File: config.mk
export PLATFORM = sky130hd
export DESIGN_NAME = reg_file_sb
export DESIGN_NICKNAME = d
export VERILOG_FILES = /design/src/rtl/reg_file_sb.sv
export SDC_FILE = /design/constraint.sdc
export NUM_CORES = 1
export LEC_CHECK = 0
export CAP_MARGIN = 20
export CORE_MARGIN = 5
export CORE_UTILIZATION = 61
export DETAILED_ROUTE_END_ITERATION = 12
export GPL_ROUTABILITY_DRIVEN = 0
export PLACE_DENSITY = 0.81
export SLEW_MARGIN = 10
export SYNTH_ARGS = -nofsm -noshare
export SYNTH_HDL_FRONTEND = slang
export SYNTH_SLANG_ARGS = --single-unit
File: constraint.sdc
create_clock -name clk -period 2.52 [get_ports clk]
set_input_delay 0.504 -clock clk [delete_from_list [all_inputs] [get_ports clk]]
set_output_delay 0.504 -clock clk [all_outputs]
set_load 0.02 [all_outputs]
File: src/rtl/reg_file_sb.sv
// Register file with one decoded write port, two combinational read ports with
// write-through bypass, and a per-register pending-write scoreboard.
module reg_file_sb #(
  parameter int unsigned DATA_W   = 16,
  parameter int unsigned ADDR_W   = 4,
  parameter int unsigned ZERO_REG = 1
) (
  input  logic                     clk,
  input  logic                     rst_n,
  input  logic                     wr_en,
  input  logic [ADDR_W-1:0]        wr_addr,
  input  logic [DATA_W-1:0]        wr_data,
  input  logic [ADDR_W-1:0]        rd_addr1,
  input  logic [ADDR_W-1:0]        rd_addr2,
  output logic [DATA_W-1:0]        rd_data1,
  output logic [DATA_W-1:0]        rd_data2,
  input  logic                     iss_valid,
  input  logic [ADDR_W-1:0]        iss_dst,
  output logic                     rd_busy1,
  output logic                     rd_busy2,
  output logic [(1<<ADDR_W)-1:0]   pend_mask
);

  localparam int unsigned NREGS = 1 << ADDR_W;

  logic [DATA_W-1:0] regs_q [NREGS];
  logic [DATA_W-1:0] regs_d [NREGS];
  logic [NREGS-1:0]  pend_q;
  logic [NREGS-1:0]  pend_d;

  logic [NREGS-1:0]  wr_wl;
  logic [NREGS-1:0]  iss_wl;
  logic [NREGS-1:0]  zero_keep;

  logic              hit1;
  logic              hit2;
  logic              zero1;
  logic              zero2;

  // Register 0 is excluded from every wordline when it is hardwired to zero.
  always_comb begin
    zero_keep = '1;
    if (ZERO_REG != 0) begin
      zero_keep[0] = 1'b0;
    end
  end

  // One-hot write and issue wordlines.
  always_comb begin
    wr_wl  = (NREGS'(wr_en) << wr_addr) & zero_keep;
    iss_wl = (NREGS'(iss_valid) << iss_dst) & zero_keep;
  end

  // Storage next state: each register loads on its own wordline.
  always_comb begin
    for (int i = 0; i < int'(NREGS); i++) begin
      regs_d[i] = regs_q[i];
      if (wr_wl[i]) begin
        regs_d[i] = wr_data;
      end
    end
  end

  always_ff @(posedge clk or negedge rst_n) begin
    if (!rst_n) begin
      for (int i = 0; i < int'(NREGS); i++) begin
        regs_q[i] <= '0;
      end
    end else begin
      for (int i = 0; i < int'(NREGS); i++) begin
        regs_q[i] <= regs_d[i];
      end
    end
  end

  // Scoreboard: a new issue supersedes a same-cycle writeback of the old producer.
  always_comb begin
    pend_d = ((pend_q & ~wr_wl) | iss_wl) & zero_keep;
  end

  always_ff @(posedge clk or negedge rst_n) begin
    if (!rst_n) begin
      pend_q <= '0;
    end else begin
      pend_q <= pend_d;
    end
  end

  assign pend_mask = pend_q;

  // Per-port bypass hit and zero-register detection.
  always_comb begin
    zero1 = (ZERO_REG != 0) && (rd_addr1 == '0);
    zero2 = (ZERO_REG != 0) && (rd_addr2 == '0);
    hit1  = wr_en && (wr_addr == rd_addr1) && !zero1;
    hit2  = wr_en && (wr_addr == rd_addr2) && !zero2;
  end

  always_comb begin
    rd_data1 = regs_q[rd_addr1];
    if (zero1) begin
      rd_data1 = '0;
    end else if (hit1) begin
      rd_data1 = wr_data;
    end
  end

  always_comb begin
    rd_data2 = regs_q[rd_addr2];
    if (zero2) begin
      rd_data2 = '0;
    end else if (hit2) begin
      rd_data2 = wr_data;
    end
  end

  // A same-cycle writeback satisfies the operand through the bypass.
  always_comb begin
    rd_busy1 = pend_q[rd_addr1] && !hit1;
    rd_busy2 = pend_q[rd_addr2] && !hit2;
  end

endmodule

; Word level (Yosys, flattened, before mapping)
; Index checks and enable logic that the tools add are counted.
[word_totals]
reg_bits = 255
[classes]
order_cmp = 4
n_eq_ne = 2
shifts = 2
n_mux = 14
bitwise = 5
reduce_logical = 12
[op_table]
columns = cell, count
row1 = $bmux 16 s4, 2
row2 = $mux 16, 8
row3 = $shl 1x4->16, 2
row4 = $and 16x16->16, 1
row5 = $not 16->16, 1
row6 = $or 16x16->16, 1
row7 = $ge 5x5->1 const B, 2
row8 = $lt 4x5->1 const B, 2
row9 = $not 4->5, 2
row10 = $bmux 1 s4, 2
row11 = $eq 4x4->1, 2
row12 = $logic_not 4->1, 2
row13 = $logic_and 1x1->1, 6
row14 = $logic_not 1->1, 4
row15 = $mux 1, 2

; Depth between registers and ports, before layout
; Gate-level depths: netlist of the first run.
[logic_depth]
ltp_word = 6
mapped_depth = 9

; Least setup slack after synthesis of the first run
; OpenSTA, ideal clock, no wires.
[synth_path]
kind = input to output
start = input rd_addr2[1]
end = output rd_busy2
arrival_time_ns = 1.951
required_ns = 2.016
setup_slack_ns = 0.065
path_stages = 8
n_path_buf = 3
cell_sequence = buf_6 > and2b_1 > clkbuf_1 > buf_2 > a22oi_1 > nor2_1 > a211oi_1 > a211oi_1
[synth_between]
elab_chain_len = 5
elab_cells_between_ends = 9
[synth_rtl]
columns = item, line
row1 = from (decl), 14  ; input logic [ADDR_W-1:0] rd_addr2,
row2 = "parallel branches: the longest is 4 deep, another holds $bmux 1 s4", n/a
row3 = $logic_and 1x1->1 (*), 120  ; rd_busy2 = pend_q[rd_addr2] && !hit2;
row4 = to (decl), 20  ; output logic rd_busy2,
; Every way passes the cells marked *. The select of a mux whose other input is x is not followed.

; Final worst setup path of the first run
[layout_path]
start = input rd_addr1[0]
end = output rd_data1[14]
[layout_between]
elab_chain_len = 6
elab_cells_between_ends = 11
[layout_rtl]
columns = item, line
row1 = from (decl), 13  ; input logic [ADDR_W-1:0] rd_addr1,
row2 = $not 4->5 (not written as such), 100  ; rd_data1 = regs_q[rd_addr1];
row3 = $bmux 16 s4, 100
row4 = $mux 16 (not written as such) (2 in series), 100
row5 = $mux 16, 103  ; end else if (hit1) begin
row6 = $mux 16 (*), 101  ; if (zero1) begin
row7 = to (decl), 15  ; output logic [DATA_W-1:0] rd_data1,
; Mark *: on every way between the ends. The rest lies on a longest branch, timed or not. The select of a mux whose other input is x is not followed.

==> results.sh, run 1 <==
export IMPL_io_buffers=84
export IMPL_die_area_um2=27100
export IMPL_grt_most_used_layer="met2"
export IMPL_clockRootBuffer="clkbuf_16"
export IMPL_maxSlewViolCount=0
export IMPL_fillers=1129
export IMPL_antennaDiodeCount=0
export IMPL_synthCells=1095
export IMPL_rsz0062_at_grt="yes"
export IMPL_synth_yosys_seq_area_share_pct=43.7
export IMPL_period_share_pct=116
export IMPL_row_count=56
export IMPL_p_leak_nw=8.49
export IMPL_die_h_um=165
export IMPL_grt_pass1_vias=12948
export IMPL_yosysTopAreaCellShare_pct=43.7
export IMPL_fin_area_um2=19500
export IMPL_dp_cells=1613
export IMPL_fin_crit_ns=2.92
export IMPL_htree_levels=1
export IMPL_placed_area_um2=17200
export IMPL_cp_data_required_time_ns=2.02
export IMPL_path_class="input port to output port"
export IMPL_crit_fanout=6
export IMPL_grt_first_pass_wirelength_um=78200
export IMPL_yosys_area_top_type="dfrtp_1"
export IMPL_synth_main_ff_cell="dfrtp_1"
export IMPL_arrival_ns=2.41
export IMPL_grt_usage_pct=38.6
export IMPL_ys_top_cells_by_area="dfrtp_1, mux2_2, mux4_2"
export IMPL_yosys_top_cells_count="mux2_2, dfrtp_1, mux4_2, nand2_1, buf_2"
export IMPL_drive_above_1_share_pct=60.5
export IMPL_die_x_um=165
export IMPL_max_vdd_ir_drop_mv=0.639
export IMPL_tightest_slew_ns=0.726
export IMPL_grt_max_degree=66
export IMPL_cellPowerDensity_nw_per_um2=775
export IMPL_cts_buffer_depth=3
export IMPL_yosysUniqueCellTypes=52
export IMPL_outcome="finished with violations"
export IMPL_cts_sinks=255
export IMPL_totalWireLength_um=55600
export IMPL_maxSlewHeadroom_pct=51.2
export IMPL_core_area_um2=23500
export IMPL_grt_ovfl_total=0
export IMPL_synth_edf_count=0
export IMPL_syn_num_nets=1131
export IMPL_via_per_inst=7.15
export IMPL_skew_ns=0
export IMPL_end_kind="output port"
export IMPL_hp_class="input port to asynchronous set/reset pin"
export IMPL_antenna_found_initial=0
export IMPL_syn_area_per_cell_um2=13.3
export IMPL_drc=0
export IMPL_final_cells=1716
export IMPL_met1_usage_pct=47.0
export IMPL_setup_viol=33
export IMPL_cts_buffers=28
export IMPL_finalWorstSetupSlack_ns=-0.396
export IMPL_via_count=12272
export IMPL_synthArstFlopShare_pct=100
export IMPL_critPathLaunchType="input port"
export IMPL_ys_warn_count=0
export IMPL_yosysMostFrequentCell="mux2_2"
export IMPL_path_clk_slew_ns=0.06
export IMPL_r2r_start="regs_q[130]"
export IMPL_syn2layout_area_growth_pct=33.6
export IMPL_r2r_slack_ns=1.45
export IMPL_ioPinCount=86
export IMPL_clk_latency_ns=0.55
export IMPL_hold_viol_final=0
export IMPL_globalRouteMet2Util_pct=60.6
export IMPL_synth_seq_cells=255
export IMPL_worstRegToRegCells=3
export IMPL_fmax_mhz=343
export IMPL_drv_cap=0
export IMPL_cts_tree="done"
export IMPL_failed_checks="negative setup slack"
export IMPL_ant_nets=0
export IMPL_dp_hpwl_um=31700
export IMPL_first_iter_violations=1553
export IMPL_fin_nets=1412
export IMPL_use_met3_pct=10.8
export IMPL_dr_pass1_iters=7
export IMPL_routedWlPerCell_um=32.4
export IMPL_r2r_end="regs_q[130]"
export IMPL_synth_area_um2=14600
export IMPL_start_util_pct=62.1
power breakdown:
group | internal, mW | total, mW | switching [mW]
Combinational | 2.75 | 4.87 | 2.12
Clock | 2.60 | 4.34 | 1.74
Sequential | 5.05 | 5.92 | 0.868
Total | 10.4 | 15.1 | 4.73
final cells by class:
class,count,area (µm²),area share (%)
Multi-Input combinational cell,728,8200,42.0
Clock inverter,4,45.0,0.231
Inverter,3,11.3,0.0577
Sequential cell,255,6380,32.7
Clock buffer,47,933,4.78
Tap cell,319,399,2.04
Timing Repair Buffer,360,3550,18.2
routing by layer:
layer / up-vias / share of wire, %
li1: 4736 / -
met1: 6192 / 35
met2: 991 / 46
met3: 351 / 11
met4: 2 / 8.8
met5: - / 0.040
registers in the layout, indices dropped and copies added (netlist names):
signal	flops
regs_q	240
pend_mask	15
what timing repair did:
action	CTS	global route
pin swaps	37	21
gates cloned	7	1
resized for setup	351	75
hold endpoints to repair	59	0
hold buffers	1	0
setup buffers	36	18
endpoints found under the setup margin	34	34
stage by stage:
step	setup TNS [ns]	hold slack, ns	worst slack [ns]	utilization (%)	power (mW)
2_1_floorplan	0	0.208	0.0649	-	8.12
3_3_place_gp	-24.23	0.496	-0.842	72.9	9.63
3_5_place_dp	-26.82	0.499	-0.832	72.9	9.83
4_1_cts	-3.32	0.521	-0.253	81.1	14.5
5_1_grt	-9.21	0.550	-0.388	82.9	15.5
6_report	-8.85	0.499	-0.396	82.9	15.1
critical path: stages:
cell	delay [ns]
buf_16	0.13
buf_12	0.14
xor2_2	0.18
a2111oi_4	0.51
nand3_4	0.26
buf_12	0.21
buf_16	0.15
nor2_4	0.11
a21oi_4	0.05
buf_6	0.13
kinds of logic after synthesis:
family / after synthesis / share of synthesized area, %
buffers and inverters: 113 / 4.72
and+or+nand+nor: 163 / 6.16
other: 1 / 0.0257
DFF: 255 / 43.7
muxes: 410 / 37.7
xor gates and xnor gates: 7 / 0.420
AOI/OAI and AO/OA: 146 / 7.33
placed cells by master, fill, tap and decap left out, drive strengths merged, types with 8 or more instances in the layout:
cell type,synthesis,final
buf,75,320
mux2,297,297
dfrtp,255,255
mux4,78,78
clkbuf,35,47
nand2,45,45
clkdlybuf4s50,0,36
mux2i,35,35
nor2,30,30
a21oi,25,25
a221oi,23,23
nand2b,23,23
nor2b,19,19
o31ai,19,19
o21ai,18,18
nand4,17,17
o22ai,17,17
a22o,16,16
a22oi,10,10
nor3b,10,10
a211o,8,8
nor3,8,8
how the worst max path moves through the flow:
| stage | start | endpoint | slack [ns] | depth (start not counted) |
|---|---|---|---|---|
| 6_report | rd_addr1[0] | rd_data1[14] | -0.40 | 10 |
| 5_1_grt | rd_addr1[0] | rd_data1[14] | -0.39 | 10 |
| 4_1_cts | regs_q[0] | rd_data2[0] | -0.25 | 7 |
| 3_5_place_dp | wr_addr[3] | rd_data2[14] | -0.83 | 7 |
| 3_3_place_gp | rd_addr1[3] | rd_data1[14] | -0.84 | 7 |
| 2_1_floorplan | rd_addr2[1] | rd_busy2 | 0.06 | 8 |
No activity file was read; power rests on OpenSTA's default activity.
==> inputs of run 2 (changes only) <==
--- a/config.mk
+++ b/config.mk
@@ -7,10 +7,11 @@
 export LEC_CHECK = 0
 export CAP_MARGIN = 20
 export CORE_MARGIN = 5
-export CORE_UTILIZATION = 61
+export CORE_UTILIZATION = 50
 export DETAILED_ROUTE_END_ITERATION = 12
+export DONT_BUFFER_PORTS = 1
 export GPL_ROUTABILITY_DRIVEN = 0
-export PLACE_DENSITY = 0.81
+export PLACE_DENSITY = 0.65
 export SLEW_MARGIN = 10
 export SYNTH_ARGS = -nofsm -noshare
 export SYNTH_HDL_FRONTEND = slang
==> run 2 against run 1 <==
Net effect: the flow finishes with violations (negative hold slack, negative setup slack); setup slack improved by 0.27 ns; routed wire length decreased by 23%; critical path depth is 4 lower; largest cell class unchanged; die area is 21% higher; global-route usage shrank 13 points; critical path type is now flip-flop to output port; maximum frequency increased by 10%; flip-flop and latch count unchanged; clock power fell by 6.7%; register-to-register slack improved by 0.05 ns; hold slack got worse by 0.85 ns; sequential power fell by 0.8%.
==> results.sh, run 2 (synthesis gave the netlist of run 1 again) <==
export IMPL_p_comb_share_pct=24.6
export IMPL_first_iter_violations=708
export IMPL_final_cell_mix="mux2_2, dfrtp_1, mux4_2, buf_4, nand2_1"
export IMPL_grt_max_degree=256
export IMPL_netSwitchingFraction_pct=27.5
export IMPL_utilization_pct=57.7
export IMPL_rsz0062_at_grt="yes"
export IMPL_cts_sinks=255
export IMPL_skew_ns=0
export IMPL_fmax_mhz=378
export IMPL_dr_pass1_iters=5
export IMPL_grt_usage_pct=25.9
export IMPL_finalWorstSetupSlack_ns=-0.129
export IMPL_layout_commonest_cell="mux2_2"
export IMPL_io_buffers=0
export IMPL_grt_pass1_vias=10388
export IMPL_fin_crit_ns=2.65
export IMPL_largest_register_ffs=240
export IMPL_cts_tree="done"
export IMPL_cp_endpoint="rd_data2[3]"
export IMPL_setup_viol=23
export IMPL_p_seq_share_pct=44.6
export IMPL_clockRootBuffer="clkbuf_16"
export IMPL_fin_nets=1133
export IMPL_ioPinCount=86
export IMPL_start_util_pct=50.8
export IMPL_p_int_mw=9.54
export IMPL_end_kind="output port"
export IMPL_die_x_um=181
export IMPL_cp_startpoint="regs_q[3]"
export IMPL_core_area_um2=28800
export IMPL_hold_viol_final=255
export IMPL_r2r_end="regs_q[46]"
export IMPL_maxSlewHeadroom_pct=63.0
export IMPL_routedWlPerCell_um=28.7
export IMPL_period_share_pct=105
export IMPL_failed_checks="negative hold slack, negative setup slack"
export IMPL_grt_first_pass_wirelength_um=65900
export IMPL_arrival_ns=2.14
export IMPL_crit_fanout=2
export IMPL_clk_latency_ns=0.54
export IMPL_cts_buffers=28
export IMPL_tightest_slew_ns=0.554
export IMPL_via_per_inst=6.55
export IMPL_syn2layout_area_growth_pct=13.6
export IMPL_drc=0
export IMPL_totalWireLength_um=43100
export IMPL_cts_buffer_depth=3
export IMPL_path_class="flip-flop to output port"
export IMPL_maxSlewViolCount=0
export IMPL_worstRegToRegCells=3
export IMPL_pre_cts_ws_ns=0.0494
export IMPL_r2r_slack_ns=1.50
export IMPL_path_clk_slew_ns=0.06
export IMPL_max_vdd_ir_drop_mv=0.608
export IMPL_clkPwrFrac_pct=30.8
export IMPL_outcome="finished with violations"
export IMPL_antennaDiodeCount=0
export IMPL_antenna_found_initial=0
export IMPL_cp_data_required_time_ns=2.02
export IMPL_htree_levels=1
export IMPL_row_count=62
export IMPL_die_h_um=181
export IMPL_largest_register="regs_q"
export IMPL_via_count=9845
export IMPL_r2r_start="regs_q[46]"
export IMPL_p_leak_nw=6.91
export IMPL_drive_above_1_share_pct=54.6
export IMPL_dp_hpwl_um=24900
export IMPL_die_area_um2=32700
export IMPL_critPathLaunchType="flip-flop"
export IMPL_cellPowerDensity_nw_per_um2=793
export IMPL_grt_ovfl_total=0
export IMPL_hold_slack_ns=-0.347
export IMPL_hp_class="input port to asynchronous set/reset pin"
export IMPL_ant_nets=0
export IMPL_drv_cap=0
export IMPL_p_sw_mw=3.63
[run 2: cell types whose count changed in the layout (fill, tap and decap cells not counted), sizes merged]
cell	delta
clkbuf	-4
clkdlybuf4s50	-36
clkinv	+4
bufbuf	-1
dlygate4sd3	-1
o22a	-1
buf	-238
dlygate4sd2	-2
[run 2: critical path, cell delays in order, from the launching register on]
cell	delay (ns)
dfrtp_1	0.38
mux4_2	0.48
nand2b_4	0.15
nand4_1	0.11
o31ai_2	0.11
a22o_1	0.22
buf_6	0.14
[run 2: worst min-delay path by stage]
stage / from / to / slack [ns] / cells after the start
6_report: rst_n / regs_q[58] / -0.35 / 0
5_1_grt: rst_n / regs_q[102] / -0.36 / 0
4_1_cts: rst_n / regs_q[58] / -0.36 / 0
3_5_place_dp: rst_n / regs_q[102] / 0.22 / 0
3_3_place_gp: rst_n / regs_q[118] / 0.22 / 0
2_1_floorplan: rst_n / pend_mask[10] / 0.21 / 0
[run 2: per-stage QoR]
step	hold WS (ns)	TNS (ns)	instances	cell area (µm²)	power [mW]
floorplan	0.208	0	1095	14600	8.12
global placement	0.223	0	1433	15000	8.60
detailed placement	0.224	0	1433	15000	8.71
CTS	-0.360	-1.53	1499	16400	13.1
global route	-0.361	-2.69	1502	16600	13.8
finish	-0.347	-1.18	1502	16600	13.2
[run 2: layout make-up]
class	instances	area, µm²
inverters	3	11.3
clock buffers	43	838
multi-input cells	727	8030
clock inverters	8	65.1
fillers	2334	12200
flip-flops and latches	255	6400
repair buffers	82	777
well taps	384	480
[run 2: timing repair]
item	4_1_cts	5_1_grt
endpoints found under the setup margin	31	33
buffers inserted	22	3
resized for setup	120	30
hold endpoints to repair	255	255
pin swaps	43	20
[run 2: power groups by stage]
stage               Sequential (mW)  Combinational [mW]  Clock, mW
floorplan                      5.64                2.48          0
global placement               5.88                2.73          0
detailed placement             5.92                2.79          0
CTS                            5.85                3.15       4.14
global route                   5.98                3.48       4.30
finish                         5.87                3.24       4.05
[run 2: routing by layer]
layer	vias to the layer above	wire length, µm	global-route usage (%)
li1	4164	-	-
met1	5203	18200	36.0
met2	388	19700	40.1
met3	90	3760	7.38
met4	0	1410	7.87
met5	-	0	0
==> inputs of run 3 (changes only) <==
--- a/config.mk
+++ b/config.mk
@@ -6,6 +6,7 @@
 export NUM_CORES = 1
 export LEC_CHECK = 0
 export CAP_MARGIN = 20
+export CORE_ASPECT_RATIO = 1.1
 export CORE_MARGIN = 5
 export CORE_UTILIZATION = 50
 export DETAILED_ROUTE_END_ITERATION = 12
==> run 3 against run 2 <==
Net effect: the flow still finishes with violations (negative hold slack, negative setup slack); clock power grew 8.6%; hold slack gained 0.0070 ns; combinational power shrank 4%; maximum frequency is essentially flat; sequential share of layout area grew 0.17 points; sequential power is essentially flat; critical endpoint is now rd_data1[12]; largest cell class unchanged; largest power group unchanged; highest routed layer unchanged.
==> results.sh, run 3 (synthesis gave the netlist of run 1 again) <==
export IMPL_outcome="finished with violations"
export IMPL_failed_checks="negative hold slack, negative setup slack"
export IMPL_pre_cts_ws_ns=0.0687
export IMPL_grt_max_degree=256
export IMPL_fin_nets=1127
export IMPL_ioPinCount=86
export IMPL_layout_commonest_cell="mux2_2"
export IMPL_fin_crit_ns=2.65
export IMPL_die_h_um=189
export IMPL_globalRouteMet2Util_pct=40.3
export IMPL_grt_usage_pct=25.2
export IMPL_p_leak_nw=6.89
export IMPL_rsz0062_at_grt="yes"
export IMPL_routedWlPerCell_um=28.0
export IMPL_path_clk_slew_ns=0.06
export IMPL_skew_ns=0
export IMPL_power_total_mw=13.4
export IMPL_drc=0
export IMPL_max_vdd_ir_drop_mv=0.529
export IMPL_drive_above_1_share_pct=53.2
export IMPL_hp_class="input port to asynchronous set/reset pin"
export IMPL_tns_ns=-1.03
export IMPL_die_x_um=173
export IMPL_antenna_found_initial=0
export IMPL_cts_sinks=255
export IMPL_cp_data_required_time_ns=2.02
export IMPL_setup_viol=18
export IMPL_ant_nets=0
export IMPL_seqCellArea_um2=6390
export IMPL_grt_first_pass_wirelength_um=64100
export IMPL_path_class="flip-flop to output port"
export IMPL_cts_buffers=29
export IMPL_via_count=9857
export IMPL_maxSlewHeadroom_pct=57.2
export IMPL_tightest_slew_ns=0.642
export IMPL_grt_pass1_vias=10126
export IMPL_final_cells=1481
export IMPL_dr_pass1_iters=5
export IMPL_fin_area_um2=16500
export IMPL_period_share_pct=105
export IMPL_clk_latency_ns=0.54
export IMPL_hold_viol_final=255
export IMPL_end_kind="output port"
export IMPL_hold_slack_ns=-0.339
export IMPL_maxSlewViolCount=0
export IMPL_drv_cap=0
export IMPL_start_util_pct=50.7
export IMPL_largest_register="regs_q"
export IMPL_syn2layout_area_growth_pct=13.1
export IMPL_met1_usage_pct=36.0
export IMPL_antennaDiodeCount=0
export IMPL_fmax_mhz=377
export IMPL_crit_fanout=2
export IMPL_grt_most_used_layer="met2"
export IMPL_grt_ovfl_total=0
export IMPL_largest_register_ffs=240
export IMPL_cts_tree="done"
export IMPL_use_met3_pct=4.77
export IMPL_critPathLaunchType="flip-flop"
export IMPL_first_iter_violations=783
export IMPL_finalWorstSetupSlack_ns=-0.131
export IMPL_final_cell_mix="mux2_2, dfrtp_1, mux4_2, buf_4, nand2_1"
export IMPL_arrival_ns=2.15
export IMPL_fillers=2370
export IMPL_dp_hpwl_um=24100
export IMPL_core_area_um2=28800
export IMPL_cellPowerDensity_nw_per_um2=810
export IMPL_via_per_inst=6.66
export IMPL_multi_input_comb_area_um2=7950
export IMPL_io_buffers=0
export IMPL_placed_area_um2=15000
export IMPL_row_count=65
export IMPL_cts_buffer_depth=3
export IMPL_htree_levels=1
export IMPL_die_area_um2=32700
export IMPL_dp_cells=1418
export IMPL_totalWireLength_um=41400
export IMPL_clockRootBuffer="clkbuf_16"
run 3: cell types whose count changed in the layout (fill, tap and decap cells not counted), sizes merged:
cell,delta
bufinv,+2
clkinvlp,+1
clkinv,-2
clkbuf,+1
buf,-7
run 3: path summary, 6_finish.rpt:
path                                   from       endpoint  slack (ns)  cells after the start
worst max register to register    regs_q[4]      regs_q[4]        1.61                      2
worst max-delay path            regs_q[140]   rd_data1[12]       -0.13                      6
min in group clk                 iss_dst[3]   pend_mask[4]        0.05                      1
worst min-delay path                  rst_n     regs_q[57]       -0.34                      0
worst min register to register  regs_q[231]    regs_q[231]        0.52                      1
max in group asynchronous             rst_n  pend_mask[13]        2.29                      0
run 3: what timing repair did:
action                                  in CTS  in global routing
setup buffers                               11                  6
endpoints found under the setup margin      31                 34
gates cloned                                 0                  0
pin swaps                                   34                 15
gates resized for setup                     91                 31
hold endpoints to repair                   255                255
run 3: where the power goes:
group / total, mW / switching [mW] / internal [mW]
sequential: 5.88 / 0.816 / 5.06
combinational: 3.11 / 1.08 / 2.03
clock: 4.40 / 1.69 / 2.70
total: 13.4 / 3.59 / 9.80
run 3: critical path, cell delays in order, from the launching register on:
cell     delay (ns)
dfrtp_1        0.39
mux4_2         0.47
mux2_4         0.28
a21oi_2        0.12
buf_4          0.14
a21oi_2        0.05
buf_4          0.15
run 3: cell type report:
type | instances | area share [%]
repair buffers | 75 | 4.25
flip-flops and latches | 255 | 38.7
multi-input cells | 727 | 48.1
well taps | 368 | 2.79
clock buffers | 44 | 5.34
inverters | 3 | 0.0682
clock inverters | 9 | 0.742
run 3: per-layer routing:
layer  vias up  routed length [µm]
li1       4160                   -
met3        76                2910
met4         0                1120
met5         -                   0
met1      5236               17500
met2       385               19900
run 3: per-stage QoR:
stage                     utilization [%]  hold WS (ns)
after floorplan                         -         0.208
after global placement               52.1         0.227
after detailed placement             52.1         0.225
after CTS                            56.9        -0.354
after global routing                 57.4        -0.358
final                                57.4        -0.339
